`src/rtl/riscv_v_pkg.sv`:
```
// riscv_v_pkg
//   Shared types for the RISC-V V logical unit.
//   - riscv_v_logic_op_e    : 3-bit op code, result = vs2 <op> vs1
//   - riscv_v_logic_state_e : sequencing states of riscv_v_logic_unit
package riscv_v_pkg;

  typedef enum logic [2:0] {
    LOGIC_AND  = 3'd0,
    LOGIC_OR   = 3'd1,
    LOGIC_XOR  = 3'd2,
    LOGIC_NAND = 3'd3,
    LOGIC_NOR  = 3'd4,
    LOGIC_XNOR = 3'd5,
    LOGIC_ANDN = 3'd6,  // vs2 & ~vs1
    LOGIC_ORN  = 3'd7   // vs2 | ~vs1
  } riscv_v_logic_op_e;

  typedef enum logic [1:0] {
    IDLE = 2'd0,
    BUSY = 2'd1,
    DONE = 2'd2
  } riscv_v_logic_state_e;

endpackage

```
`src/rtl/riscv_v_logic_lane.sv`:
```
// riscv_v_logic_lane
//   Combinational single-element datapath of the vector logical unit.
//   Ports:
//     op     in  3          : riscv_v_logic_op_e code
//     vs2    in  ELEM_WIDTH : first operand element
//     vs1    in  ELEM_WIDTH : second operand element
//     vd_old in  ELEM_WIDTH : previous destination element
//     active in  1          : 1 = write op result, 0 = keep vd_old
//     vd     out ELEM_WIDTH : resulting element
module riscv_v_logic_lane
  import riscv_v_pkg::*;
#(
  parameter int ELEM_WIDTH = 8
) (
  input  logic [2:0]            op,
  input  logic [ELEM_WIDTH-1:0] vs2,
  input  logic [ELEM_WIDTH-1:0] vs1,
  input  logic [ELEM_WIDTH-1:0] vd_old,
  input  logic                  active,
  output logic [ELEM_WIDTH-1:0] vd
);

  logic [ELEM_WIDTH-1:0] res;

  always_comb begin
    res = '0;
    case (riscv_v_logic_op_e'(op))
      LOGIC_AND:  res = vs2 & vs1;
      LOGIC_OR:   res = vs2 | vs1;
      LOGIC_XOR:  res = vs2 ^ vs1;
      LOGIC_NAND: res = ~(vs2 & vs1);
      LOGIC_NOR:  res = ~(vs2 | vs1);
      LOGIC_XNOR: res = ~(vs2 ^ vs1);
      LOGIC_ANDN: res = vs2 & ~vs1;
      LOGIC_ORN:  res = vs2 | ~vs1;
      default:    res = '0;
    endcase
  end

  // Inactive and tail elements are left undisturbed.
  assign vd = active ? res : vd_old;

endmodule

```
`src/rtl/riscv_v_logic_unit.sv`:
```
// riscv_v_logic_unit
//   Multi-cycle vector logical unit: LANES elements per cycle, BEATS cycles
//   per vector, v0 masking and vl tail handling with undisturbed policy.
//
//   Handshakes: a transfer happens on a rising clk edge where valid and
//   ready are both 1. in_ready is 1 only in IDLE; out_valid is 1 only in
//   DONE and, once high, stays high with vd stable until out_ready.
//
//   Ports:
//     clk, rst            : clock, synchronous active-high reset
//     in_valid / in_ready : request handshake
//     op                  : riscv_v_logic_op_e
//     vs1, vs2, vd_old    : operands / old destination (element i at [i*EW +: EW])
//     v0, vm              : mask bits, vm=1 means unmasked
//     vl                  : active vector length (clamped to NUM_ELEM)
//     out_valid/out_ready : result handshake
//     vd                  : result
//     dbg_state           : current FSM state (riscv_v_logic_state_e)
module riscv_v_logic_unit
  import riscv_v_pkg::*;
#(
  parameter int ELEM_WIDTH = 8,
  parameter int NUM_ELEM   = 16,
  parameter int LANES      = 4
) (
  input  logic                             clk,
  input  logic                             rst,
  input  logic                             in_valid,
  output logic                             in_ready,
  input  logic [2:0]                       op,
  input  logic [NUM_ELEM*ELEM_WIDTH-1:0]   vs1,
  input  logic [NUM_ELEM*ELEM_WIDTH-1:0]   vs2,
  input  logic [NUM_ELEM*ELEM_WIDTH-1:0]   vd_old,
  input  logic [NUM_ELEM-1:0]              v0,
  input  logic                             vm,
  input  logic [$clog2(NUM_ELEM+1)-1:0]    vl,
  output logic                             out_valid,
  input  logic                             out_ready,
  output logic [NUM_ELEM*ELEM_WIDTH-1:0]   vd,
  output logic [1:0]                       dbg_state
);

  localparam int BEATS = NUM_ELEM / LANES;
  localparam int BW    = (BEATS > 1) ? $clog2(BEATS) : 1;
  localparam int IW    = (NUM_ELEM > 1) ? $clog2(NUM_ELEM) : 1;
  localparam int VLW   = $clog2(NUM_ELEM + 1);
  localparam int VW    = NUM_ELEM * ELEM_WIDTH;

  localparam logic [VLW-1:0] NUM_ELEM_V = VLW'(NUM_ELEM);
  localparam logic [BW-1:0]  LAST_BEAT  = BW'(BEATS - 1);

  riscv_v_logic_state_e state_q;
  logic [BW-1:0]        beat_q;
  logic [2:0]           op_q;
  logic [VW-1:0]        vs1_q, vs2_q, vd_old_q, vd_q, vd_next;
  logic [NUM_ELEM-1:0]  v0_q;
  logic                 vm_q;
  logic [VLW-1:0]       vl_q;
  logic [VLW-1:0]       vl_eff;

  logic [IW-1:0]         elem_idx [LANES];
  logic [ELEM_WIDTH-1:0] lane_vd  [LANES];

  assign vl_eff = (vl > NUM_ELEM_V) ? NUM_ELEM_V : vl;

  assign in_ready  = (state_q == IDLE);
  assign out_valid = (state_q == DONE);
  assign vd        = vd_q;
  assign dbg_state = state_q;

  for (genvar l = 0; l < LANES; l++) begin : g_lane
    logic active;

    assign elem_idx[l] = IW'(int'(beat_q) * LANES + l);
    assign active = (VLW'(elem_idx[l]) < vl_q) && (vm_q || v0_q[elem_idx[l]]);

    riscv_v_logic_lane #(
      .ELEM_WIDTH(ELEM_WIDTH)
    ) u_lane (
      .op     (op_q),
      .vs2    (vs2_q[elem_idx[l]*ELEM_WIDTH +: ELEM_WIDTH]),
      .vs1    (vs1_q[elem_idx[l]*ELEM_WIDTH +: ELEM_WIDTH]),
      .vd_old (vd_old_q[elem_idx[l]*ELEM_WIDTH +: ELEM_WIDTH]),
      .active (active),
      .vd     (lane_vd[l])
    );
  end

  // Merge this beat's lane outputs into the current result vector.
  always_comb begin
    vd_next = vd_q;
    for (int l = 0; l < LANES; l++) begin
      vd_next[elem_idx[l]*ELEM_WIDTH +: ELEM_WIDTH] = lane_vd[l];
    end
  end

  always_ff @(posedge clk) begin
    if (rst) begin
      state_q  <= IDLE;
      beat_q   <= '0;
      op_q     <= '0;
      vs1_q    <= '0;
      vs2_q    <= '0;
      vd_old_q <= '0;
      v0_q     <= '0;
      vm_q     <= 1'b0;
      vl_q     <= '0;
      vd_q     <= '0;
    end else begin
      case (state_q)
        IDLE: begin
          if (in_valid) begin
            op_q     <= op;
            vs1_q    <= vs1;
            vs2_q    <= vs2;
            vd_old_q <= vd_old;
            v0_q     <= v0;
            vm_q     <= vm;
            vl_q     <= vl_eff;
            beat_q   <= '0;
            state_q  <= BUSY;
          end
        end
        BUSY: begin
          vd_q <= vd_next;
          if (beat_q == LAST_BEAT) begin
            beat_q  <= '0;
            state_q <= DONE;
          end else begin
            beat_q <= beat_q + 1'b1;
          end
        end
        DONE: begin
          if (out_ready) state_q <= IDLE;
        end
        default: state_q <= IDLE;
      endcase
    end
  end

endmodule
```
`config.mk`:
```
export PLATFORM = sky130hd
export DESIGN_NAME = riscv_v_logic_unit
export DESIGN_NICKNAME = d
export VERILOG_FILES = /design/src/rtl/riscv_v_pkg.sv /design/src/rtl/riscv_v_logic_lane.sv /design/src/rtl/riscv_v_logic_unit.sv
export SDC_FILE = /design/constraint.sdc
export NUM_CORES = 1
export LEC_CHECK = 0
export BUFFER_PORTS_ARGS = -buffer_cell sky130_fd_sc_hd__buf_4
export CELL_PAD_IN_SITES_DETAIL_PLACEMENT = 0
export CELL_PAD_IN_SITES_GLOBAL_PLACEMENT = 1
export CORE_MARGIN = 2
export CORE_UTILIZATION = 30
export DETAILED_ROUTE_END_ITERATION = 10
export PLACE_DENSITY = 0.65
export SKIP_LAST_GASP = 1
export SLEW_MARGIN = 30
export SYNTH_ARGS = -nofsm -noshare
export SYNTH_HDL_FRONTEND = slang
export SYNTH_SLANG_ARGS = --single-unit
```
`constraint.sdc`:
```
create_clock -name clk -period 8.8 [get_ports clk]
set_input_delay 1.32 -clock clk [delete_from_list [all_inputs] [get_ports clk]]
set_output_delay 1.32 -clock clk [all_outputs]
set_load 0.05 [all_outputs]
```
## Word level (Yosys, flattened, before mapping)

Cells that the tools add are included.

| operators by class | value |
|---|---|
| $add $sub $neg | 8 |
| bitwise gates (word level) | 36 |
| reduce and logical (&&, ||, !) cells | 14 |
| $lt $le $gt $ge | 9 |
| muxes and demuxes | 28 |
| equality and inequality tests | 13 |
| shifts and indexed selects | 20 |

Operators with widths:

| operator | number |
|---|---|
| 128-bit by 8-bit indexed part select with 8-bit output | 12 |
| 128-bit bitwise mux | 4 |
| 8-bit by 34-bit variable shift with 128-bit output (first input constant) | 4 |
| 8-bit by 34-bit indexed part select with 128-bit output | 4 |
| 8-bit case mux with 8 select lines | 4 |
| 7-bit negation with 34-bit output | 4 |
| 8-bit NOT | 16 |
| 8-bit bitwise AND | 8 |
| 8-bit OR | 8 |
| 8-bit 2-to-1 mux | 4 |
| 8-bit bitwise XOR | 4 |
| 4-bit by 5-bit less-than comparator with 1-bit output | 4 |
| 4-bit by 5-bit less-than comparator with 1-bit output (second input constant) | 4 |
| 1-bit binary-select mux with 4-bit select | 3 |
| 3-bit equality test (second input constant) | 4 |
| 2-bit 2-to-1 mux | 5 |
| 4-bit by 2-bit adder with 4-bit output (second input constant) | 2 |
| 3-bit by 2-bit equality test with 1-bit output (second input constant) | 2 |
| 2-bit case mux with 3 select lines | 1 |
| 5-bit greater-than comparator (second input constant) | 1 |
| 5-bit 2-to-1 mux | 1 |
| 4-bit by 1-bit adder with 4-bit output (second input constant) | 1 |
| 2-bit equality test (second input constant) | 2 |
| 1-bit logical AND | 4 |
| 14 further kinds | 22 |

| word-level totals | value |
|---|---|
| input bits | 413 |
| bits in registers | 541 |
| output and inout port bits | 132 |
| word-level logic and storage cells | 138 |

## Logic depth before layout (Yosys ltp)

Gate-level depths: netlist (run 1).

| depth | value |
|---|---|
| word-level depth | 10 |
| gate-level depth with buffers | 13 |
| depth with buffers taken out | 9 |

## Modules after synthesis

From an unflattened synthesis (run 1), not the netlist that was laid out.

| second synthesis, totals | value |
|---|---|
| cell total of the unflattened synthesis | 3134 |
| area, all modules | 26152.6 µm² |

By module, submodules not included:

| module | cells each | times used | seq. area each (µm²) | area each (µm²) |
|---|---|---|---|---|
| riscv_v_logic_unit | 2514 | 1 | 10830.4 | 21478.1 |
| riscv_v_logic_lane | 155 | 4 | 0.0 | 1168.6 |

## Least setup slack after synthesis (run 1)

Ideal clock, no wire load.

| timing | value |
|---|---|
| path kind | flip-flop to flip-flop |
| start point | reg beat_q[0] |
| end point | reg vd_q[101], in the netlist vd[101] |
| slack | 5570 ps |
| stages on the path, launching flop included | 13 |
| arrival time | 3113 ps |
| required time | 8683 ps |
| path buffers | 4 |
| library setup time | 117 ps |
| clock period less this slack | 3230 ps |
| cells stage by stage | dfxtp_1 buf_6 buf_6 buf_2 buf_2 mux4_2 inv_1 ha_1 nand2b_1 a211o_1 a31oi_1 o31ai_1 a22o_1 |

| between the ends | value |
|---|---|
| word-level cells in the longest chain between the ends | 10 |
| elaborated cells on any way between the ends | 95 |
| classes of those cells | 7 x add/sub; 4 x order compare; 20 x shift; 20 x mux; 36 x bitwise; 8 x reduce/logical |

Ends and longest elaborated chain:

| what | line | source |
|---|---|---|
| from (decl) | riscv_v_logic_unit.sv:53 | `logic [BW-1:0] beat_q;` |
| from (signal assigned) | riscv_v_logic_unit.sv:130 | `beat_q <= beat_q + 1'b1;` |
| 4-bit by 1-bit adder with 4-bit output (tied with other cells) | riscv_v_logic_unit.sv:74 | `assign elem_idx[l] = IW'(int'(beat_q) * LANES + l);` |
| 128-bit by 8-bit indexed part select with 8-bit output (tied with other cells) | riscv_v_logic_unit.sv:82 | `.vs1 (vs1_q[elem_idx[l]*ELEM_WIDTH +: ELEM_WIDTH]),` |
| 8-bit NOT (tied with other cells) | riscv_v_logic_lane.sv:34, riscv_v_logic_lane.sv:35 |  |
| 8-bit OR (tied with other cells) | riscv_v_logic_lane.sv:35 | `LOGIC_ORN: res = vs2 \| ~vs1;` |
| 8-bit case mux with 8 select lines (tied with other cells) | riscv_v_logic_lane.sv:27 | `case (riscv_v_logic_op_e'(op))` |
| 8-bit 2-to-1 mux / 8-bit by 34-bit indexed part select with 128-bit output (equally long branches) | riscv_v_logic_lane.sv:41, riscv_v_logic_unit.sv:93 |  |
| 8-bit by 34-bit indexed part select with 128-bit output / 128-bit bitwise mux (equally long branches) | riscv_v_logic_unit.sv:93 | `vd_next[elem_idx[l]*ELEM_WIDTH +: ELEM_WIDTH] = lane_vd[l];` |
| 128-bit bitwise mux (2 in a row) | riscv_v_logic_unit.sv:93 |  |
| 128-bit bitwise mux (*) | riscv_v_logic_unit.sv:93 |  |
| to (signal assigned) | riscv_v_logic_unit.sv:125 | `vd_q <= vd_next;` |
| to (decl) | riscv_v_logic_unit.sv:55 | `logic [VW-1:0] vs1_q, vs2_q, vd_old_q, vd_q, vd_next;` |

Every way passes the cells marked *; elsewhere a longest branch is shown, timed or not. The select of a mux whose other input is x is not followed.
A chain may end at the register's enable or synchronous reset.

## Final worst setup path (run 1)

| timing | value |
|---|---|
| start point | reg beat_q[0] |
| end point | reg vd_q[84], in the netlist vd[84] |

The elaborated chain is that of the path after synthesis.

==> results of run 1 <==
state kept, by name, summed over array words and instances, names as in the netlist:
| register | count |
|---|---|
| vd | 128 |
| vm_q | 1 |
| v0_q | 16 |
| op_q | 3 |
| vl_q | 5 |
| vs1_q | 128 |
| vd_old_q | 128 |
| dbg_state | 2 |
| vs2_q | 128 |
| beat_q | 2 |
cell type report:
class / instances / area share
diodes: 6 / 0.000469
clock buffers: 95 / 0.0576
clock inverters: 9 / 0.00403
inverters: 92 / 0.0108
multi-input cells: 2102 / 0.410
flip-flops and latches: 541 / 0.339
well taps: 1080 / 0.0422
repair buffers: 567 / 0.137
cell usage after synthesis, types with 11 or more instances:
cell / instances / area, sq um
o21ai_0: 118 / 591
mux4_2: 106 / 2390
a22o_1: 40 / 350
ha_1: 139 / 1740
mux2_2: 12 / 135
nand2b_1: 18 / 113
nor2_1: 35 / 131
o211ai_1: 22 / 165
buf_1: 11 / 41.3
dfxtp_1: 541 / 10800
inv_1: 90 / 338
o21ai_1: 21 / 105
a21oi_1: 441 / 2210
o22ai_1: 11 / 68.8
nand2_1: 967 / 3630
mux2i_1: 62 / 621
buf_2: 44 / 220
clkbuf_1: 156 / 586
tightest hold or removal path, delay by kind of cell (launching register included):
kind,cells,cell delay [ns]
flip-flops,1,0.30
AND/OR/NAND/NOR,1,0.05
AO/OA/AOI/OAI,1,0.05
power breakdown:
group | switching, W | leakage [nW] | total [W] | internal, W
clock network | 0.00105 | 0.973 | 0.00254 | 0.00149
registers | 0.0000722 | 4.43 | 0.00264 | 0.00257
logic | 0.000561 | 7.46 | 0.000947 | 0.000386
total | 0.00168 | 12.9 | 0.00613 | 0.00444
final timing paths:
| path | from | cells past startpoint | slack, ns | endpoint |
|---|---|---|---|---|
| worst min register to register | vs2_q[73] | 2 | 0.45 | vs2_q[73] |
| worst max register to register | beat_q[0] | 10 | 4.88 | vd[84] |
| worst max-delay path | beat_q[0] | 10 | 4.88 | vd[84] |
| worst min-delay path | vs2_q[73] | 2 | 0.45 | vs2_q[73] |
metal layers:
layer,vias to the layer above,GRT usage,share of wire
met5,-,0,0.00026
met4,4,0.0728,0.032
met3,123,0.0400,0.053
met2,529,0.357,0.48
met1,10500,0.270,0.43
li1,10900,-,-
cells by family after synthesis:
group | Yosys count | synth area share
adders and majority gates | 139 | 0.0690
buffers and inverters | 316 | 0.0516
muxes | 180 | 0.125
DFF | 541 | 0.430
and+or+nand+nor | 1067 | 0.166
AOI/OAI and AO/OA | 716 | 0.159
per-stage QoR:
stage | hold WS, ns | util | cells
2_1_floorplan | 0.432 | - | 2959
3_3_place_gp | 0.436 | 0.359 | 4380
3_5_place_dp | 0.443 | 0.359 | 4380
4_1_cts | 0.451 | 0.383 | 4484
5_1_grt | 0.462 | 0.384 | 4491
6_report | 0.451 | 0.384 | 4492
==> results.toml, run 1 <==
[status]
run_status = "finished, final reports clean"

[grt]
grt_pass1_wl_um = 138000
track_usage = 0.211
grt_max_degree = 211
grt_pass1_vias = 21500
grt_remaining_overflow = 0
antenna_found_initial = 8

[clock_network]
ctsHoldBuffers = 0
ctsResizeCount = 0
cts_max_path_buffers = 3
cts_made_buffers = 60
cts_root_buffer = "clkbuf_16"
htreeDepth = 2
post_cts_buffers = 0
clkLatencyLatePin_ns = 0.63
cts_tree = "done"
clkTransAtPathRegs_ns = 0.06
clkSinkCount = 541

[worst_setup_path]
crit_fanout = 36
path_class = "register to register"
required_ns = 9.33
crit_family = "compound AO/OA/AOI/OAI gates"
cpMaxStageDelayCell = "buf_4"
max_stage_delay_ns = 0.70
worstPathCellList = "buf_4, mux4_2, inv_1, ha_1, inv_1, a221oi_1, a221oi_1, o21ai_0, mux2i_1, o21ai_0"
arrival_ns = 4.44
end_kind = "register"
critPathBufInv = 3
startpoint_type = "register"

[place]
hpwlAfterDp_um = 68400
gp_congestion = 0.790
postPlaceCellArea_sq_um = 30000
dp_slack_ns = 4.91
portBuffers = 544

[timing]
setup-tns-final_ns = 0
rsz0062_at_grt = "no"
fmax_mhz = 255
setup_violations = 0
period_share = 0.445
maxSlewViolCount = 0
finClkSkew_ns = 0.0243
period_needed_ns = 3.92
setup_slack_ns = 4.88
hold_viol_final = 0
worst_pin_slew_ns = 1.15
timing.slew.headroom = 0.236

[pwr]
p_leak_nw = 12.9
p_per_area_nw_per_um2 = 191
total_power_w = 0.00613
ir_worst_vdd_uv = 144

[layout]
area_delta_synth_final_pct = 27.0
multiInputGateArea_sq_um = 13100
final_cell_mix = "nand2_1, buf_4, dfxtp_1"
ff_latch_area_sq_um = 10800
fin_nets = 3916
fillers = 8725
final_common_cell = "nand2_1"
design_area_sq_um = 32000
layout-drive-gt1-share = 0.235

[synth]
ys_dominant_reg_cell = "dfxtp_1"
ys_ff_latch = 541
avgSynthCellArea_sq_um = 8.52
yosysSeqAreaShare = 0.430
yosys_warnings = 0
synth_cell_types = 53
synth_edf_count = 0
netlist_area_sq_um = 25200
synthCells = 2959
syn-num-nets = 3511
async_flop_share = 0

[die]
dieArea_sq_um = 86400
ios = 545
initial_core_util = 0.302
die_y_um = 294
die_w_um = 294
coreArea_sq_um = 83400
num_rows = 106

[hold_path]
min-delay-path-class = "register to register"

[drt]
drc = 0
num_vias = 22000
viasPerCell = 4.91
ant_nets = 0
first_iter_violations = 1427
firstDrtPassIters = 5
drt-total-wl_um = 94500
avgRoutedWirePerCell_um = 21.0

[run]
maxCapViolCount = 0
Power figures use the tool's default switching activity.
==> run 2, diff against run 1 <==
--- a/config.mk
+++ b/config.mk
@@ -5,13 +5,14 @@
 export SDC_FILE = /design/constraint.sdc
 export NUM_CORES = 1
 export LEC_CHECK = 0
+export ABC_AREA = 1
 export BUFFER_PORTS_ARGS = -buffer_cell sky130_fd_sc_hd__buf_4
 export CELL_PAD_IN_SITES_DETAIL_PLACEMENT = 0
 export CELL_PAD_IN_SITES_GLOBAL_PLACEMENT = 1
 export CORE_MARGIN = 2
 export CORE_UTILIZATION = 30
 export DETAILED_ROUTE_END_ITERATION = 10
-export PLACE_DENSITY = 0.65
+export PLACE_DENSITY = 0.7
 export SKIP_LAST_GASP = 1
 export SLEW_MARGIN = 30
 export SYNTH_ARGS = -nofsm -noshare
==> constraint.sdc (replaced) <==
create_clock -name clk -period 3.2 [get_ports clk]
set_input_delay 0.48 -clock clk [delete_from_list [all_inputs] [get_ports clk]]
set_output_delay 0.48 -clock clk [all_outputs]
set_load 0.05 [all_outputs]
==> results.toml, run 2 <==
[clock_network]
cts_made_buffers = 61
ctsHoldBuffers = 0
clkLatencyLatePin_ns = 0.63
cts_max_path_buffers = 3
clkSinkCount = 541
htreeDepth = 2
clkTransAtPathRegs_ns = 0.06
cts_root_buffer = "clkbuf_16"
cts_tree = "done"

[synth]
synth_cell_types = 30
ys_top_cells_by_area = "dfxtp_1, nor2_1, o21ai_0"
yosys_warnings = 0
ys_dominant_reg_cell = "dfxtp_1"
netlist_area_sq_um = 26300
avgSynthCellArea_sq_um = 6.98
synth_top_area_frac = 0.412
syn-num-nets = 4321
async_flop_share = 0
synth_edf_count = 0
yosys.area.top_type = "dfxtp_1"
netlist_top_cells_count = "nor2_1, nand2_1, dfxtp_1, o21ai_0, a21oi_1"
ys_ff_latch = 541
yosysSeqAreaShare = 0.412
yosysMostFrequentCell = "nor2_1"
synthCells = 3769

[place]
postPlaceCellArea_sq_um = 31800
gp_congestion = 0.838
portBuffers = 544
hpwlAfterDp_um = 81700

[die]
die_y_um = 300
ios = 545
initial_core_util = 0.303
die_w_um = 300
coreArea_sq_um = 86900
num_rows = 108
dieArea_sq_um = 90100

[grt]
grt_pass1_wl_um = 161000
grt_pass1_vias = 25500
grt_max_degree = 158
antenna_found_initial = 7
track_usage = 0.235
grt_remaining_overflow = 0

[hold_path]
worstHoldStart = "out_ready"
min_path_cells = 4
min-delay-path-class = "input pin to register"
whs_endpoint = "dbg_state[1]"

[worst_setup_path]
end_kind = "register"
required_ns = 3.75
rrSetupSlack_ns = 0.19
startpoint_type = "register"
crit_fanout = 61
arrival_ns = 3.56
r2r-start = "beat_q[1]"
r2r_end = "vd[50]"
r2r_cells = 15
path_class = "register to register"

[timing]
rsz0062_at_grt = "no"
setup-tns-final_ns = 0
period_share = 0.941
setup_violations = 0
period_needed_ns = 3.01
hold_viol_final = 0
whs_ns = 0.103
fmax_mhz = 332
finClkSkew_ns = 0.0220
maxSlewViolCount = 0
timing.slew.headroom = 0.449
worst_pin_slew_ns = 0.820

[pwr]
ir_worst_vdd_uv = 416
p_leak_nw = 14.6
total_power_w = 0.0187
p_per_area_nw_per_um2 = 552

[drt]
avgRoutedWirePerCell_um = 20.4
first_iter_violations = 2199
num_vias = 27000
drt-total-wl_um = 110000
drc = 0
ant_nets = 0
viasPerCell = 4.99
firstDrtPassIters = 6

[layout]
final_cell_mix = "nor2_1, buf_4, nand2_1"
utilization = 0.389
area_delta_synth_final_pct = 28.5
layout-drive-gt1-share = 0.188
fin_nets = 4761
design_area_sq_um = 33800
final_common_cell = "nor2_1"

[status]
run_status = "finished, final reports clean"

[run]
maxCapViolCount = 0
[run 2: cell count changes in the layout (fill, tap and decap cells not counted), sizes merged, moves of 62 or more]
cell,previous run,this run
nand3,9,98
mux2i,62,0
inv,94,225
nand2,967,594
o21ai,139,544
a21oi,451,340
nor2,36,785
mux4,106,0
buf,567,660
nand4,0,119
[run 2: worst max-delay path by stage]
stage	depth (start not counted)	slack, ns	from	to
global route	15	0.005	beat_q[1]	vd[23]
floorplan	16	0.51	beat_q[0]	vd[43]
finish	15	0.19	beat_q[1]	vd[50]
global placement	15	0.21	beat_q[0]	vd[100]
CTS	15	0.13	beat_q[0]	vd[100]
detailed placement	15	0.13	beat_q[0]	vd[36]
[run 2: logic make-up after synthesis]
| family | after synthesis | synth area share |
|---|---|---|
| AO/OA/AOI/OAI | 970 | 0.195 |
| adder cells (fa/ha/maj) | 139 | 0.0661 |
| buffers and inverters | 506 | 0.0774 |
| flip-flops | 541 | 0.412 |
| AND/OR/NAND/NOR | 1613 | 0.249 |
[run 2: final cells by class]
cell class,instances,area [sq um]
Fill cell,9360,53100
Multi-Input combinational cell,2722,13500
Sequential cell,541,10800
Timing Repair Buffer,660,5170
Clock buffer,93,1870
Tap cell,1155,1450
Inverter,223,867
Clock inverter,17,166
Antenna cell,3,7.51
[run 2: worst max-delay path: stages, from the launching register on]
cell	delay [ns]
dfxtp_2	0.35
inv_8	0.31
buf_4	0.28
a21oi_1	0.06
a32oi_1	0.47
buf_4	0.25
inv_1	0.07
ha_1	0.27
inv_1	0.04
o21ai_0	0.15
nor2_1	0.07
nand2_1	0.06
nand2_1	0.07
nand2_1	0.16
nand4_1	0.14
a21oi_1	0.16
[run 2: metrics by stage]
step	setup WS, ns	instances
global placement	0.210	5301
CTS	0.127	5411
global route	0.00517	5414
detailed placement	0.134	5301
floorplan	0.512	3769
finish	0.188	5414
[run 2: power by group]
part	switching [W]	internal (W)
Sequential	0.000258	0.00721
Combinational	0.00267	0.00139
Clock	0.00296	0.00416
Total	0.00590	0.0128
[run 2: repair_timing]
action	in CTS	in global routing
endpoints found under the setup margin	0	24
resized for setup	0	2
buffers inserted	0	0
[run 2: layer usage]
| metal | track usage | vias to the layer above | share of wire |
|---|---|---|---|
| met2 | 0.381 | 672 | 0.46 |
| met5 | 0 | - | 0.00044 |
| li1 | - | 13300 | - |
| met3 | 0.0291 | 156 | 0.042 |
| met4 | 0.0760 | 8 | 0.031 |
| met1 | 0.323 | 12800 | 0.46 |
